## config.mk

```make
export PLATFORM = sky130hd
export DESIGN_NAME = ksa_stage1_pipe_flat
export DESIGN_NICKNAME = d
export VERILOG_FILES = /design/src/rtl/ksa_stage1_pipe_if.sv /design/src/rtl/ksa_stage1_pipe.sv /design/src/flat_wrapper.sv
export SDC_FILE = /design/constraint.sdc
export NUM_CORES = 1
export LEC_CHECK = 0
export BUFFER_PORTS_ARGS = -buffer_cell sky130_fd_sc_hd__buf_2
export CORE_ASPECT_RATIO = 0.75
export CORE_UTILIZATION = 49
export DETAILED_ROUTE_END_ITERATION = 10
export HOLD_SLACK_MARGIN = 0.12
export PLACE_DENSITY = 0.89
export SLEW_MARGIN = 20
export SYNTH_ARGS = -nofsm -noshare
export SYNTH_HDL_FRONTEND = slang
export SYNTH_SLANG_ARGS = --single-unit
export TNS_END_PERCENT = 5
```

## constraint.sdc

```tcl
create_clock -name clk -period 1.5 [get_ports clk]
set_clock_uncertainty 0.05 [all_clocks]
set_input_delay 0.15 -clock clk [delete_from_list [all_inputs] [get_ports clk]]
set_output_delay 0.15 -clock clk [all_outputs]
set_load 0.01 [all_outputs]
```

## src/rtl/ksa_stage1_pipe_if.sv

```systemverilog
// ksa_stage1_pipe_if: operand/result handshake bundle of the Kogge-Stone
// pre-processing stage.
//
// Handshake: a transfer happens on a rising clk edge where valid & ready are
// both 1. A producer holds its payload stable while valid=1 and ready=0.
// Valid never waits on ready. Ready may depend on the consumer's own state.
interface ksa_stage1_pipe_if #(
   parameter int WIDTH = 32
);
   logic             in_valid;
   logic             in_ready;
   logic [WIDTH-1:0] a_in;
   logic [WIDTH-1:0] b_in;
   logic             sub_in;
   logic             out_valid;
   logic             out_ready;
   logic [WIDTH-1:0] g_out;
   logic [WIDTH-1:0] p_out;
   logic             cin_out;

   // Upstream producer / downstream consumer side (testbench, neighbours)
   modport master (
      output in_valid, a_in, b_in, sub_in, out_ready,
      input  in_ready, out_valid, g_out, p_out, cin_out
   );

   // The stage itself
   modport slave (
      input  in_valid, a_in, b_in, sub_in, out_ready,
      output in_ready, out_valid, g_out, p_out, cin_out
   );
endinterface

```

## src/rtl/ksa_stage1_pipe.sv

```systemverilog
// ksa_stage1_pipe: registered generate/propagate stage of a Kogge-Stone adder.
// b is inverted and the carry-in set for subtraction. The carry-in is folded
// into g[0]; p stays the raw half sum. The result waits in an output register
// behind a valid/ready handshake.
//
// Optional feature macro: KSA_STAGE1_SKID_EN
//   defined   : main register M plus a skid register S, registered in_ready
//   undefined : main register M only, in_ready = ~out_valid | out_ready
//
// WIDTH must be >= 2.
module ksa_stage1_pipe #(
   parameter int WIDTH = 32
) (
   input  logic                clk,
   input  logic                rst_n,
   ksa_stage1_pipe_if.slave    bus,
   output logic [1:0]          o_dbg_state
);

   typedef enum logic [1:0] {
      ST_EMPTY = 2'd0,   // M empty
      ST_ONE   = 2'd1,   // M full, S empty
      ST_FULL  = 2'd2    // M and S full (skid build only)
   } state_t;

   state_t           r_state;
   state_t           w_state_nxt;

   logic [WIDTH-1:0] w_b_eff;
   logic [WIDTH-1:0] w_g_raw;
   logic [WIDTH-1:0] w_p;
   logic [WIDTH-1:0] w_g;
   logic             w_in_xfer;
   logic             w_load_m_in;

   logic [WIDTH-1:0] r_m_g;
   logic [WIDTH-1:0] r_m_p;
   logic             r_m_cin;

`ifdef KSA_STAGE1_SKID_EN
   logic             w_load_s;
   logic             w_load_m_s;
   logic [WIDTH-1:0] r_s_g;
   logic [WIDTH-1:0] r_s_p;
   logic             r_s_cin;
   logic             r_in_ready;
`endif

   // Generate/propagate from the effective operand, carry-in folded into bit 0
   always_comb begin
      w_b_eff = bus.sub_in ? ~bus.b_in : bus.b_in;
      w_g_raw = bus.a_in & w_b_eff;
      w_p     = bus.a_in ^ w_b_eff;
      w_g     = {w_g_raw[WIDTH-1:1], w_g_raw[0] | (w_p[0] & bus.sub_in)};
   end

   assign w_in_xfer = bus.in_valid & bus.in_ready;

   // Next-state and register load selects
   always_comb begin
      w_state_nxt = r_state;
      w_load_m_in = 1'b0;
`ifdef KSA_STAGE1_SKID_EN
      w_load_s    = 1'b0;
      w_load_m_s  = 1'b0;
`endif
      case (r_state)
         ST_EMPTY: begin
            if (w_in_xfer) begin
               w_load_m_in = 1'b1;
               w_state_nxt = ST_ONE;
            end
         end
         ST_ONE: begin
            if (w_in_xfer && bus.out_ready) begin
               w_load_m_in = 1'b1;
`ifdef KSA_STAGE1_SKID_EN
            end else if (w_in_xfer) begin
               // downstream stalled: park the new result behind M
               w_load_s    = 1'b1;
               w_state_nxt = ST_FULL;
`endif
            end else if (bus.out_ready) begin
               w_state_nxt = ST_EMPTY;
            end
         end
`ifdef KSA_STAGE1_SKID_EN
         ST_FULL: begin
            if (bus.out_ready) begin
               w_load_m_s  = 1'b1;
               w_state_nxt = ST_ONE;
            end
         end
`endif
         default: w_state_nxt = ST_EMPTY;
      endcase
   end

   // State register; reset discards any held results
   always_ff @(posedge clk or negedge rst_n) begin
      if (!rst_n) r_state <= ST_EMPTY;
      else        r_state <= w_state_nxt;
   end

   // Main register M, the only source of the outputs
   always_ff @(posedge clk or negedge rst_n) begin
      if (!rst_n) begin
         r_m_g   <= '0;
         r_m_p   <= '0;
         r_m_cin <= 1'b0;
      end else if (w_load_m_in) begin
         r_m_g   <= w_g;
         r_m_p   <= w_p;
         r_m_cin <= bus.sub_in;
`ifdef KSA_STAGE1_SKID_EN
      end else if (w_load_m_s) begin
         r_m_g   <= r_s_g;
         r_m_p   <= r_s_p;
         r_m_cin <= r_s_cin;
`endif
      end
   end

`ifdef KSA_STAGE1_SKID_EN
   // Skid register S catches the one result accepted while M is stalled
   always_ff @(posedge clk or negedge rst_n) begin
      if (!rst_n) begin
         r_s_g   <= '0;
         r_s_p   <= '0;
         r_s_cin <= 1'b0;
      end else if (w_load_s) begin
         r_s_g   <= w_g;
         r_s_p   <= w_p;
         r_s_cin <= bus.sub_in;
      end
   end

   // Registered ready: low exactly while both entries are occupied
   always_ff @(posedge clk or negedge rst_n) begin
      if (!rst_n) r_in_ready <= 1'b1;
      else        r_in_ready <= (w_state_nxt != ST_FULL);
   end

   assign bus.in_ready = r_in_ready;
`else
   assign bus.in_ready = (r_state == ST_EMPTY) | bus.out_ready;
`endif

   assign bus.out_valid = (r_state != ST_EMPTY);
   assign bus.g_out     = r_m_g;
   assign bus.p_out     = r_m_p;
   assign bus.cin_out   = r_m_cin;
   assign o_dbg_state   = r_state;

endmodule

```

## src/flat_wrapper.sv

```systemverilog
// flat-port wrapper written by rule: the top's interface ports become plain ports
module ksa_stage1_pipe_flat 
#(
   parameter int WIDTH = 32
)
  (clk, rst_n, o_dbg_state, bus_in_valid, bus_a_in, bus_b_in, bus_sub_in, bus_out_ready, bus_in_ready, bus_out_valid, bus_g_out, bus_p_out, bus_cin_out);
  ksa_stage1_pipe_if #(.WIDTH(WIDTH)) bus_i ();
  input  logic clk;
  input  logic rst_n;
  output logic [1:0] o_dbg_state;
  input wire logic [$bits(bus_i.in_valid)-1:0] bus_in_valid;
  input wire logic [$bits(bus_i.a_in)-1:0] bus_a_in;
  input wire logic [$bits(bus_i.b_in)-1:0] bus_b_in;
  input wire logic [$bits(bus_i.sub_in)-1:0] bus_sub_in;
  input wire logic [$bits(bus_i.out_ready)-1:0] bus_out_ready;
  output wire logic [$bits(bus_i.in_ready)-1:0] bus_in_ready;
  output wire logic [$bits(bus_i.out_valid)-1:0] bus_out_valid;
  output wire logic [$bits(bus_i.g_out)-1:0] bus_g_out;
  output wire logic [$bits(bus_i.p_out)-1:0] bus_p_out;
  output wire logic [$bits(bus_i.cin_out)-1:0] bus_cin_out;
  assign bus_i.in_valid = bus_in_valid;
  assign bus_i.a_in = bus_a_in;
  assign bus_i.b_in = bus_b_in;
  assign bus_i.sub_in = bus_sub_in;
  assign bus_i.out_ready = bus_out_ready;
  assign bus_in_ready = bus_i.in_ready;
  assign bus_out_valid = bus_i.out_valid;
  assign bus_g_out = bus_i.g_out;
  assign bus_p_out = bus_i.p_out;
  assign bus_cin_out = bus_i.cin_out;
  ksa_stage1_pipe #(.WIDTH(WIDTH)) u_core (.clk(clk), .rst_n(rst_n), .bus(bus_i), .o_dbg_state(o_dbg_state));
endmodule
```

After elaboration in Yosys (flattened, before gate mapping)
Index checks and enable logic that the tools add are counted.
- logic and storage cells: 27
- flip-flop bits (word level): 67
- reductions and logical operators: 4
- muxes and demuxes: 8
- equal/unequal tests: 4
- bitwise operators: 7
- operators with widths (cell ; number):
    32-bit bitwise AND ; 1
    32-bit 2-to-1 mux ; 1
    32-bit NOT ; 1
    32-bit bitwise XOR ; 1
    2-bit 2-to-1 mux ; 3
    2-bit != test, second input constant ; 2
    2-bit case mux with 2 select lines ; 1
    3-bit AND reduction ; 1
    1-bit bitwise AND ; 2
    2-bit by 1-bit == test with 1-bit output, second input constant ; 1
    2-bit logical NOT ; 1
    1-bit 2-to-1 mux ; 2
    2-bit by 1-bit != test with 1-bit output, second input constant ; 1
    1-bit bitwise OR ; 2
    1-bit case mux with 2 select lines ; 1
    2-bit nonzero test ; 1
    1-bit logical AND ; 1

Longest topological paths before layout
Gate-level depths: netlist of run 1.
- depth in word-level cells: 6
- mapped depth: 5

Worst setup path after synthesis of run 1
No wires, ideal clock.
- kind: reg2reg
- start point: register u_core.r_state[0] (netlist: u_core.o_dbg_state[0])
- end point: register u_core.r_m_g[12] (netlist: u_core.bus.g_out[12])
- setup time: 0.125 ns
- arrival time: 1.162 ns
- cell stages (with the launch flop): 5
- period minus slack after synthesis: 1.337 ns
- slack: 0.163 ns
- path through: dfrtp_1 > nand2b_4 > nand2_4 > buf_6 > mux2_4
- word-level cells in the longest chain between the ends: 6
- RTL lines (element ; line ; RTL):
    start: declaration ; ksa_stage1_pipe.sv:26 ; state_t r_state;
    start signal: assignment ; ksa_stage1_pipe.sv:102 ; else r_state <= w_state_nxt;
    2-bit logical NOT (*) ; ksa_stage1_pipe.sv:146 ; assign bus.in_ready = (r_state == ST_EMPTY) | bus.out_ready;
    1-bit bitwise OR (*) ; ksa_stage1_pipe.sv:146 ;
    net bus_in_ready ; flat_wrapper.sv:16 ; output wire logic [$bits(bus_i.in_ready)-1:0] bus_in_ready;
    1-bit bitwise AND (*) ; ksa_stage1_pipe.sv:57 ; assign w_in_xfer = bus.in_valid & bus.in_ready;
    1-bit logical AND ; ksa_stage1_pipe.sv:75 ; if (w_in_xfer && bus.out_ready) begin
    1-bit 2-to-1 mux ; ksa_stage1_pipe.sv:75 ;
    1-bit case mux with 2 select lines (*) ; ksa_stage1_pipe.sv:67 ; case (r_state)
    end signal: assignment ; ksa_stage1_pipe.sv:112 ; r_m_g <= w_g;
    end: declaration ; ksa_stage1_pipe.sv:36 ; logic [WIDTH-1:0] r_m_g;
Mark *: on every way through the listed nets, which the timed path passes. The rest lies on a longest branch.
A chain may end at the register's enable or synchronous reset.

Worst setup path after layout of run 1
- start point: input bus_in_valid
- end point: register u_core.r_m_g[24] (netlist: u_core.bus.g_out[24])
- word-level cells in the longest chain between the ends: 4
- RTL lines (element ; line ; RTL):
    start: declaration ; flat_wrapper.sv:11 ; input wire logic [$bits(bus_i.in_valid)-1:0] bus_in_valid;
    1-bit bitwise AND (*) ; ksa_stage1_pipe.sv:57 ;
    1-bit logical AND ; ksa_stage1_pipe.sv:75 ;
    1-bit 2-to-1 mux ; ksa_stage1_pipe.sv:75 ;
    1-bit case mux with 2 select lines (*) ; ksa_stage1_pipe.sv:67 ;
Mark *: on every way between the ends. The rest lies on a longest branch, timed or not.

==> results of run 1 <==
state kept, by name, summed over array words and instances, names as in the netlist:
signal,cells
u_core.bus.cin_out,1
u_core.o_dbg_state,1
u_core.bus.p_out,32
u_core.bus.g_out,32
layer usage:
layer	GRT usage [%]	vias up	wire, um
met5	0	-	0
met4	3.980	0	15
met3	8.553	4	493
met2	37.06	89	3607
met1	23.46	1090	3063
li1	-	1055	-
stage by stage:
stage / setup WS [ns] / cell area [um^2]
final: 0.08307 / 4659
after global routing: 0.01928 / 4659
after CTS: 0.08656 / 4616
after detailed placement: 0.08519 / 4247
after global placement: 0.1345 / 4247
after floorplan: 0.1633 / 3441
cells in the final DEF (no fill, tap or decap), drive strengths merged, types with 2 or more instances in the layout:
cell type and n:
bufinv 2, xnor2 2, clkbuf 11, mux2 64
ha 31, xor2 31, dfrtp 66, dlygate4sd3 19
buf 145, nand2b 2, clkinv 2
critical path: cells and delay by family:
family                 cells  cell delay [ns]
multiplexers               1             0.32
buffers and inverters      3             0.93
AND/OR/NAND/NOR            1             0.17
power by group through the flow:
| stage | clock network [mW] | logic, mW | registers (mW) |
|---|---|---|---|
| floorplan | 0 | 0.773 | 2.51 |
| global placement | 0 | 1.52 | 2.34 |
| detailed placement | 0 | 1.60 | 2.35 |
| CTS | 1.67 | 1.63 | 2.33 |
| global route | 1.77 | 1.75 | 2.37 |
| finish | 1.63 | 1.62 | 2.33 |
kinds of logic after synthesis:
| kind of cell | Yosys count | synth area share, % |
|---|---|---|
| AO/OA/AOI/OAI | 2 | 0.3272 |
| multiplexers | 65 | 27.78 |
| other | 1 | 0.1090 |
| buffers and inverters | 12 | 3.200 |
| flip-flops | 66 | 48.00 |
| adder cells (fa/ha/maj) | 31 | 11.27 |
| AND/OR/NAND/NOR | 3 | 0.9091 |
| XOR/XNOR | 33 | 8.400 |
timing repair:
action                                 CTS  global route
hold buffers                            15             4
setup endpoints to repair                0             1
endpoints found under the hold margin   79             4
gates resized for setup                  0             1
cell type report:
cell class / instances / area (um^2) / share of cell area (%)
clock inverter: 5 / 77.57 / 1.665
tap: 84 / 105.1 / 2.256
clock buffer: 11 / 141.4 / 3.034
timing repair buffer: 164 / 1001 / 21.48
multi-input combinational: 135 / 1683 / 36.12
sequential: 66 / 1652 / 35.45
worst max path at each step:
| stage | startpoint | end | slack (ns) |
|---|---|---|---|
| 6_report | bus_in_valid | u_core.bus.g_out[24] | 0.08 |
| 5_1_grt | u_core.o_dbg_state[0] | u_core.bus.g_out[0] | 0.02 |
| 4_1_cts | u_core.o_dbg_state[0] | u_core.bus.g_out[0] | 0.09 |
| 3_5_place_dp | bus_sub_in | u_core.bus.p_out[8] | 0.09 |
| 3_3_place_gp | u_core.o_dbg_state[0] | u_core.bus.p_out[24] | 0.13 |
| 2_1_floorplan | u_core.o_dbg_state[0] | u_core.bus.g_out[12] | 0.16 |
==> results.yml, run 1 <==
place:
  dp_hpwl_mm: 5.220
  gp_congestion: 0.7367
  port_buffers: 136
  dp_cells: 430
logic_synthesis:
  synth-edff-count: 0
  synth_area_leader_cell: "dfrtp_1"
  synth-seq-cells: 66
  syn_avg_cell_area_um2: 16.15
  synth_area_mm2: 0.003441
  synth_area_leaders: "dfrtp_1, mux2_4, ha_1"
  ys_seq_area_share_pct: 48.00
  synth_ff_type: "dfrtp_1"
  yosys-top-cells-count: "dfrtp_1, mux2_4, ha_1, xor2_1, buf_6"
  synth_top_area_share_pct: 48.00
  synth_nets: 313
  synth_most_common_cell: "dfrtp_1"
  synth_cell_types: 16
  synth_cells: 213
  yosysWarnings: 0
  async_reset_ff_share_pct: 100.0
finish:
  fin_nets: 476
  drive_gt1_share_pct: 59.58
  finish.utilization_pct: 68.53
  diodes: 0
  syn2layout_area_growth_pct: 35.42
  final_cells: 465
  fill_cells: 494
detailed_routing:
  drt_iter0_markers: 58
  drt_wl_total_mm: 7.180
  drc_errors: 0
  viasPerCell: 4.813
  detail-route-antenna-nets: 0
  num_vias: 2238
  wl_per_cell_um: 15.44
  firstDrtPassIters: 6
timing:
  grt_setup_unrepaired: "false"
  hold_viol: 0
  fin_setup_tns_ns: 0
  timing.fmax_mhz: 705.8
  hold_ws_ns: 0.1307
  finalMaxSlewViolations: 0
  fin_crit_sh_pct: 94.46
  setup_viol: 0
  period_needed_ns: 1.417
min_path:
  holdPathStages: 3
  min_to: "u_core.bus.p_out[28]"
  hp-start: "bus_a_in[28]"
  hp-class: "in -> reg"
global_routing:
  overflow: 0
  grt_first_pass_wirelength_mm: 11.36
  grt_util_all_layers_pct: 20.57
  grt_pass1_vias: 2359
  grt_max_degree: 67
  antenna_found_initial: 0
setup_path:
  path_class: "in -> reg"
  crit_fanout: 21
  reg2reg_depth: 4
  slowest_delay_ns: 0.54
  crit_path_cell_trace: "dlygate4sd3_1, buf_2, nand2_4, buf_12, mux2_4"
  r2r-start: "u_core.o_dbg_state[0]"
  rrSetupSlack_ns: 0.09
  critPathSlowestCell: "dlygate4sd3_1"
  r2r-end: "u_core.bus.g_out[24]"
  startpoint_type: "primary input"
  worstPathArrival_ns: 1.58
  endpoint_kind: "register"
  critical_path_required_ns: 1.67
power_and_ir_drop:
  switching_share_pct: 27.48
  power.leakage_nw: 2.569
  p_switching_mw: 1.533
  power.internal_mw: 4.047
  clkPwrFrac_pct: 29.1
  p_comb_share_pct: 29.0
  seqPwrFrac_pct: 41.8
  power_mw: 5.580
  vdd_drop_max_v: 0.0006334
  powerDensity_mw_per_mm2: 1198
cts:
  clk_path_buf_depth: 2
  clk_pin_slew_ns: 0.07
  cts_sinks: 66
  cts-buffers-inserted: 9
  htreeDepth: 3
  postCtsSetupBuffers: 0
  cts_tree: "built"
  clock-root-buffer: "clkbuf_8"
  clk-insertion-delay-late_ns: 0.33
floorplanning:
  initial_core_util_pct: 50.61
  fp.dieW_um: 98.76
  dieArea_mm2: 0.007365
  die_h_um: 74.57
  rows: 26
  coreArea_mm2: 0.006799
  io_pins: 138
flow_run:
  maxCapViolations: 0
outcome:
  status: "complete, no violations"
(Power assumes the default switching activity.)
==> inputs of run 2 (changes only) <==
- CORE_UTILIZATION: 49 -> 40
- CTS_BUF_LIST: default -> sky130_fd_sc_hd__clkbuf_4
- PLACE_DENSITY: 0.89 -> 0.76
==> results.yml, run 2 (synthesis results as in run 1) <==
outcome:
  status: "complete, but fails checks"
  violations: "negative setup slack"
setup_path:
  path_class: "in -> reg"
  crit_path_cell_trace: "dlygate4sd3_1, buf_2, nand2b_4, nand2_4, buf_12, mux2_2"
  critPathSlowestCell: "dlygate4sd3_1"
  worstPathArrival_ns: 1.72
  slowest_delay_ns: 0.53
  critical_path_required_ns: 1.72
  startpoint_type: "primary input"
  endpoint_kind: "register"
  crit_fanout: 20
  rrSetupSlack_ns: 0.06
place:
  port_buffers: 136
  dp_hpwl_mm: 5.094
  gp_congestion: 0.7669
  place_area_mm2: 0.004248
detailed_routing:
  num_vias: 2303
  drt_iter0_markers: 49
  drc_errors: 0
  detail-route-antenna-nets: 0
  wl_per_cell_um: 14.61
  firstDrtPassIters: 3
  drt_wl_total_mm: 7.320
  viasPerCell: 4.597
finish:
  diodes: 0
  drive_gt1_share_pct: 56.31
  final_common_cell: "buf_2"
  fill_cells: 643
  final_cell_mix: "buf_2, dfrtp_1, mux2_4"
  fin_nets: 493
  postLayoutCellArea_mm2: 0.004703
  syn2layout_area_growth_pct: 36.69
global_routing:
  overflow: 0
  grt_max_degree: 36
  grt_pass1_vias: 2326
  grt_util_all_layers_pct: 16.92
  antenna_found_initial: 0
  grt_first_pass_wirelength_mm: 11.31
timing:
  fin_ws_ns: -0.0005914
  period_needed_ns: 1.501
  hold_viol: 0
  finalMaxSlewViolations: 0
  fin_crit_sh_pct: 100.0
  setup_viol: 1
  timing.fmax_mhz: 666.4
floorplanning:
  dieArea_mm2: 0.008981
  coreArea_mm2: 0.008093
  rows: 28
  fp.dieW_um: 109.1
  initial_core_util_pct: 42.52
  die_h_um: 82.32
  io_pins: 138
power_and_ir_drop:
  power.internal_mw: 3.387
  clkPwrFrac_pct: 18.3
  power.leakage_nw: 2.573
  p_comb_share_pct: 33.6
  powerDensity_mw_per_mm2: 1031
  switching_share_pct: 30.13
  p_switching_mw: 1.461
  vdd_drop_max_v: 0.0004979
  seqPwrFrac_pct: 48.1
  power_mw: 4.847
cts:
  htreeDepth: 3
  clk_path_buf_depth: 2
  cts_sinks: 66
  cts_tree: "built"
  cts-buffers-inserted: 9
  clk_pin_slew_ns: 0.10
  clock-root-buffer: "clkbuf_4"
  clk-insertion-delay-late_ns: 0.38
flow_run:
  maxCapViolations: 0
min_path:
  hp-class: "in -> reg"
## run 2: cell count changes in the layout (fill, tap and decap cells not counted)
cell / before / now
bufinv_16: 2 / 0
buf_4: 4 / 6
clkbuf_4: 0 / 9
clkbuf_1: 1 / 0
dlygate4sd3_1: 19 / 36
clkinv_1: 0 / 3
buf_12: 5 / 3
clkbuf_8: 10 / 0
clkinv_2: 2 / 1
## run 2: per-stage QoR
step	setup slack, ns	cells	utilization, %	setup TNS, ns	hold slack [ns]
6_report	-0.0005914	501	58.12	-0.0005914	0.2185
4_1_cts	0.03991	500	57.95	0	0.1852
3_3_place_gp	0.09409	451	52.49	0	0.1486
2_1_floorplan	0.1633	213	-	0	-0.1956
3_5_place_dp	0.08284	451	52.49	0	0.1622
5_1_grt	-0.001449	501	58.12	-0.001449	0.1824
## run 2: metal layers
metal  global-route usage, %  share of wire [%]  vias up  wire [um]
met4                   5.270                1.0        0         74
met1                   20.80                 45     1112       3298
met2                   27.80                 46       96       3374
li1                        -                  -     1088          -
met3                   6.279                7.8        7        573
met5                       0                  0        -          0
## run 2: critical path, delay by kind of cell
family                 cells  cell delay (ns)
buffers and inverters      3             0.87
multiplexers               1             0.35
AND/OR/NAND/NOR            2             0.34
## run 2: area by class of cell
| cell class | count | area [um^2] | area share (%) |
|---|---|---|---|
| tap | 105 | 131.4 | 2.793 |
| clock buffer | 9 | 67.56 | 1.437 |
| multi-input combinational | 135 | 1683 | 35.78 |
| timing repair buffer | 181 | 1146 | 24.37 |
| sequential | 66 | 1652 | 35.12 |
| clock inverter | 5 | 23.77 | 0.5055 |
## run 2: power groups by stage
stage	Sequential, mW	Combinational (mW)	Clock, mW
floorplan	2.51	0.773	0
global placement	2.35	1.52	0
detailed placement	2.35	1.57	0
CTS	2.33	1.65	0.935
global route	2.37	1.77	1.02
finish	2.33	1.63	0.889
## run 2: what timing repair did
action                                  in CTS  in global routing
setup buffers                                0                  0
hold buffers                                35                  2
endpoints found under the setup margin       0                  1
hold endpoints to repair                   130                  1
resized for setup                            0                  1
## run 2: worst paths after layout
kind,startpoint,end,cells after the start
hold / removal,bus_b_in[26],u_core.bus.p_out[26],4
setup reg to reg,u_core.o_dbg_state[0],u_core.bus.cin_out,4
setup / recovery,bus_out_ready,u_core.bus.cin_out,6
max in group asynchronous,rst_n,u_core.bus.p_out[15],3
hold reg to reg,u_core.bus.g_out[6],u_core.bus.g_out[6],1
min in group asynchronous,rst_n,u_core.bus.g_out[30],3
